## src/rtl/mem_port_arbiter.sv

```systemverilog
// Shares one single-port memory between the instruction-fetch and load/store ports.
// Build option: define ARB_ROUND_ROBIN_EN to alternate the winner on collisions.
module mem_port_arbiter #(
    parameter int unsigned ADDR_W = 32,
    parameter int unsigned DATA_W = 32,
    parameter int unsigned BE_W   = DATA_W / 8
) (
    input  logic              clk,
    input  logic              rst_n,
    input  logic              if_req,
    input  logic [ADDR_W-1:0] if_addr,
    output logic              if_gnt,
    output logic              if_rvalid,
    output logic [DATA_W-1:0] if_rdata,
    input  logic              dm_req,
    input  logic              dm_we,
    input  logic [BE_W-1:0]   dm_be,
    input  logic [ADDR_W-1:0] dm_addr,
    input  logic [DATA_W-1:0] dm_wdata,
    output logic              dm_gnt,
    output logic              dm_rvalid,
    output logic [DATA_W-1:0] dm_rdata,
    output logic              mem_req,
    output logic              mem_we,
    output logic [BE_W-1:0]   mem_be,
    output logic [ADDR_W-1:0] mem_addr,
    output logic [DATA_W-1:0] mem_wdata,
    input  logic              mem_gnt,
    input  logic              mem_rvalid,
    input  logic [DATA_W-1:0] mem_rdata
);

    typedef enum logic [1:0] {
        IDLE = 2'd0,
        REQ  = 2'd1,
        RSP  = 2'd2
    } state_t;

    typedef enum logic {
        OWN_IF = 1'b0,
        OWN_DM = 1'b1
    } owner_t;

    state_t            state_q, state_d;
    owner_t            owner_q, owner_d;
    owner_t            last_owner_q, last_owner_d;
    logic              mem_req_d;
    logic              mem_we_d;
    logic [BE_W-1:0]   mem_be_d;
    logic [ADDR_W-1:0] mem_addr_d;
    logic [DATA_W-1:0] mem_wdata_d;
    logic              dm_wins;
    logic              gnt_hit;
    logic              rsp_hit;

    // Arbitration: who takes the memory when leaving IDLE
    always_comb begin
        dm_wins = dm_req;
`ifdef ARB_ROUND_ROBIN_EN
        if (if_req && dm_req) begin
            dm_wins = (last_owner_q == OWN_IF);
        end
`endif
    end

    // Next-state and registered-output logic
    always_comb begin
        state_d      = state_q;
        owner_d      = owner_q;
        last_owner_d = last_owner_q;
        mem_req_d    = mem_req;
        mem_we_d     = mem_we;
        mem_be_d     = mem_be;
        mem_addr_d   = mem_addr;
        mem_wdata_d  = mem_wdata;
        case (state_q)
            IDLE: begin
                if (if_req || dm_req) begin
                    state_d   = REQ;
                    mem_req_d = 1'b1;
                    if (dm_wins) begin
                        owner_d     = OWN_DM;
                        mem_we_d    = dm_we;
                        mem_be_d    = dm_be;
                        mem_addr_d  = dm_addr;
                        mem_wdata_d = dm_wdata;
                    end else begin
                        owner_d     = OWN_IF;
                        mem_we_d    = 1'b0;
                        mem_be_d    = '1;
                        mem_addr_d  = if_addr;
                        mem_wdata_d = '0;
                    end
                    last_owner_d = owner_d;
                end
            end
            REQ: begin
                if (mem_gnt) begin
                    state_d   = RSP;
                    mem_req_d = 1'b0;
                end
            end
            RSP: begin
                if (mem_rvalid) begin
                    state_d = IDLE;
                end
            end
            default: begin
                state_d   = IDLE;
                mem_req_d = 1'b0;
            end
        endcase
    end

    always_ff @(posedge clk or negedge rst_n) begin
        if (!rst_n) begin
            state_q      <= IDLE;
            owner_q      <= OWN_IF;
            last_owner_q <= OWN_IF;
            mem_req      <= 1'b0;
            mem_we       <= 1'b0;
            mem_be       <= '0;
            mem_addr     <= '0;
            mem_wdata    <= '0;
        end else begin
            state_q      <= state_d;
            owner_q      <= owner_d;
            last_owner_q <= last_owner_d;
            mem_req      <= mem_req_d;
            mem_we       <= mem_we_d;
            mem_be       <= mem_be_d;
            mem_addr     <= mem_addr_d;
            mem_wdata    <= mem_wdata_d;
        end
    end

    // Handshake responses are steered straight through to the current owner
    assign gnt_hit   = mem_gnt && (state_q == REQ);
    assign rsp_hit   = mem_rvalid && (state_q == RSP);
    assign if_gnt    = gnt_hit && (owner_q == OWN_IF);
    assign dm_gnt    = gnt_hit && (owner_q == OWN_DM);
    assign if_rvalid = rsp_hit && (owner_q == OWN_IF);
    assign dm_rvalid = rsp_hit && (owner_q == OWN_DM);
    assign if_rdata  = if_rvalid ? mem_rdata : '0;
    assign dm_rdata  = dm_rvalid ? mem_rdata : '0;

`ifndef SYNTHESIS
    // A response after reset but before any new issue belongs to a discarded transaction
    logic issued_q;

    always_ff @(posedge clk or negedge rst_n) begin
        if (!rst_n) begin
            issued_q <= 1'b0;
        end else if (state_q == REQ) begin
            issued_q <= 1'b1;
        end
    end

    always_ff @(posedge clk) begin
        if (rst_n && mem_rvalid && issued_q) begin
            assert (state_q == RSP)
            else $error("mem_rvalid received outside RSP state");
        end
    end
`endif

endmodule

```

## config.mk

```make
export PLATFORM = sky130hd
export DESIGN_NAME = mem_port_arbiter
export DESIGN_NICKNAME = d
export VERILOG_FILES = /design/src/rtl/mem_port_arbiter.sv
export SDC_FILE = /design/constraint.sdc
export NUM_CORES = 1
export LEC_CHECK = 0
export CAP_MARGIN = 0
export CORE_ASPECT_RATIO = 1.25
export CORE_MARGIN = 5
export CORE_UTILIZATION = 31
export DETAILED_ROUTE_END_ITERATION = 8
export PLACE_DENSITY = 0.78
export SYNTH_ARGS = -nofsm -noshare
export SYNTH_HDL_FRONTEND = slang
export SYNTH_SLANG_ARGS = --single-unit
```

## constraint.sdc

```tcl
create_clock -name clk -period 1.4 [get_ports clk]
set_input_delay 0.28 -clock clk [delete_from_list [all_inputs] [get_ports clk]]
set_output_delay 0.28 -clock clk [all_outputs]
set_load 0.005 [all_outputs]
```

==> impl_metrics.env <==
export IMPL_synth_common_cells="dfrtp_1, and2_1, mux2_2"
export IMPL_p_switching_w=0.00375
export IMPL_numCtsBuffers=9
export IMPL_antenna_found_initial=0
export IMPL_synth_nets=418
export IMPL_worstSetupPathType="reg -> out"
export IMPL_p_seq_share_pct=28.9
export IMPL_combPwrFrac_pct=52.0
export IMPL_seqCellArea_sq_um=1830
export IMPL_cts_sinks=73
export IMPL_cp_required_ns=1.12
export IMPL_start_util_pct=31.5
export IMPL_path_clk_slew_ns=0.06
export IMPL_grt_pass1_wl_um=20700
export IMPL_final_antenna_net_count=0
export IMPL_fin_util_pct=67.4
export IMPL_synth_seq_cells=73
export IMPL_hold_ws_ns=0.205
export IMPL_rsz0062_at_grt="true"
export IMPL_dp_cells=694
export IMPL_yosysWarnings=0
export IMPL_max_freq_mhz=493
export IMPL_synthXorXnorAreaFrac_pct=0
export IMPL_grt_overflow_total=0
export IMPL_p_int_w=0.00890
export IMPL_worst_pin_slew_ns=0.430
export IMPL_syn_to_final_growth_pct=114
export IMPL_drc=0
export IMPL_final_nets=746
export IMPL_dp_hpwl_um=10200
export IMPL_synth_distinct_cells=21
export IMPL_setup_viol=140
export IMPL_vias=3566
export IMPL_switching_share_pct=29.7
export IMPL_die_w_um=107
export IMPL_crit_chain="nand2b_4, nor3_4, buf_6, buf_12, buf_16, buf_6, and2_4, buf_6"
export IMPL_start_kind="register"
export IMPL_slew_viol_final=0
export IMPL_synth_area_leaders="dfrtp_1, and2_1, mux2_2"
export IMPL_end_kind="primary output"
export IMPL_synthCells=279
export IMPL_maxSlewHeadroom_pct=71.2
export IMPL_maxCapViolations=0
export IMPL_async_reset_ff_share_pct=100
export IMPL_synth_area_sq_um=3620
export IMPL_worstHoldPathType="in -> reg"
export IMPL_first_global_vias=3884
export IMPL_dieHeight_um=131
export IMPL_insertion_delay_ns=0.34
export IMPL_avgSynthCellArea_sq_um=13.0
export IMPL_skew_ns=0.00784
export IMPL_cts_buffer_depth=2
export IMPL_drt_vias_per_instance=4.75
export IMPL_synth_compound_area_share_pct=9.96
export IMPL_fin_crit_ns=2.03
export IMPL_synth_ff_type="dfrtp_1"
export IMPL_leakagePower_nw=3.64
export IMPL_synth_fa_ha_area_share_pct=0
export IMPL_gp_congestion=0.757
export IMPL_synthMostInstantiatedCell="dfrtp_1"
export IMPL_layout_drive_gt1_share_pct=44.3
export IMPL_std_cell_rows=44
export IMPL_synth_enable_flop_cells=0
export IMPL_p_clk_share_pct=19.1
export IMPL_design_die_area_sq_um=14000
export IMPL_status="finished, violations left"
export IMPL_wl_per_cell_um=20.2
export IMPL_h_tree_depth=3
export IMPL_totalWireLength_um=15100
export IMPL_cp_max_fo=4
export IMPL_powerDensity_nw_per_um2=1630
export IMPL_drtIter0Drc=160
export IMPL_critPathSlowestCell="dfrtp_1"
export IMPL_synth_mux_area_share_pct=22.5
export IMPL_instances_no_fill=750
export IMPL_cp_common_cell="buf_6"
export IMPL_grt_util_all_layers_pct=19.3
export IMPL_grt_max_degree=74
export IMPL_ios=277
export IMPL_arrival_ns=1.75
export IMPL_cts_tree="yes"
export IMPL_core_area_sq_um=11500
export IMPL_drtPass1Iterations=4
export IMPL_worst_slack_ns=-0.628
export IMPL_multi_input_area_sq_um=1840
export IMPL_n_fill_cell=845
export IMPL_ir_worst_vdd_v=0.000959
export IMPL_cts_root_buf="clkbuf_16"
export IMPL_yosys_area_top_type="dfrtp_1"
export IMPL_synth_simple_area_share_pct=13.0
export IMPL_violations="negative setup slack"
export IMPL_slowest_delay_ns=0.38
export IMPL_synth_top_family_by_area="multiplexers"
export IMPL_diodes=0
export IMPL_period_share_pct=145
export IMPL_synth_top_cell_area_share_pct=50.5
export IMPL_seq_area_frac_synth_pct=50.5
export IMPL_portBuffers=276
export IMPL_setup_tns_ns=-62.40
export IMPL_final_hold_viol_count=0
## state kept, by name (all words and copies together) (netlist names)
name / cells
owner_q: 1
mem_req: 1
mem_wdata: 32
state_q: 2
mem_we: 1
mem_addr: 32
mem_be: 4
## final timing paths
check                           start            end  slack, ns  cells past startpoint
max                        state_q[0]    dm_rdata[1]      -0.63                      8
min                        mem_rvalid     state_q[1]       0.21                      2
max reg2reg                state_q[1]  mem_wdata[25]      -0.44                      9
min reg2reg                   mem_req        mem_req       0.48                      2
max in group asynchronous       rst_n   mem_addr[28]       0.56                      3
min in group asynchronous       rst_n  mem_wdata[17]       0.50                      3
## metal layers
metal / wire length [um] / track usage, % / vias to the layer above
met5: 0 / 0 / -
met1: 5200 / 19.1 / 1683
li1: - / - / 1642
met2: 8220 / 36.4 / 206
met4: 496 / 8.95 / 0
met3: 1210 / 6.39 / 35
## critical path, delay by kind of cell, from the launching register on
family        cells  cell delay (ns)
flops             1             0.38
simple gates      3             0.49
buf+inv           5             0.54
## final cells by class
cell class / count / share of cell area (%)
flip-flops and latches: 73 / 23.6
clock inverters: 6 / 1.06
multi-input cells: 183 / 23.7
well taps: 138 / 2.23
repair buffers: 338 / 46.4
clock buffers: 10 / 2.95
inverters: 2 / 0.0968
## logic make-up after synthesis
family                 Yosys count
flip-flops                      73
AND/OR/NAND/NOR                 76
multiplexers                    64
buffers and inverters           23
AO/OA/AOI/OAI                   43
## through the flow
step                total power (W)  setup WS [ns]  cell area (sq um)
floorplan                   0.00609        -0.0391               3620
global placement            0.00933         -0.818               6660
detailed placement          0.00945         -0.841               6660
CTS                          0.0121         -0.663               7400
global route                 0.0133         -0.654               7750
finish                       0.0127         -0.628               7750
## power by group through the flow
stage | clock (W) | combinational (W) | sequential, W
5_1_grt | 0.00255 | 0.00696 | 0.00378
3_5_place_dp | 0 | 0.00580 | 0.00366
3_3_place_gp | 0 | 0.00571 | 0.00363
6_report | 0.00242 | 0.00658 | 0.00366
4_1_cts | 0.00246 | 0.00605 | 0.00363
2_1_floorplan | 0 | 0.00237 | 0.00371
## cell usage in the layout (no fill, tap or decap)
master	count
o21ai_4	1
nor2_4	1
dfrtp_2	1
o21ai_0	3
nand3b_1	1
dfrtp_1	72
clkbuf_16	12
dlygate4sd3_1	1
buf_2	10
buf_4	16
and2_4	53
buf_16	6
nand2b_4	1
clkinvlp_4	1
clkbuf_2	1
nor2_2	2
o21ai_1	1
mux2_2	32
bufinv_16	2
clkdlybuf4s50_1	135
buf_6	69
mux2_1	4
a22o_1	33
dlymetal6s2s_1	1
clkinv_2	3
buf_12	13
dlygate4sd2_1	70
o22a_1	4
nand2_1	2
clkdlybuf4s15_2	10
o21a_4	1
clkbuf_1	1
buf_8	3
nand2_2	1
and2_1	12
nor3_4	2
inv_2	2
nand2b_1	1
mux2_4	28
## what timing repair did
item	4_1_cts	5_1_grt
setup endpoints to repair	203	138
buffers inserted	22	9
hold buffers	1	0
hold endpoints to repair	73	0
pin swaps	40	12
gates cloned	8	5
resized for setup	412	74
Note: power is estimated with default switching activity, not from simulation.
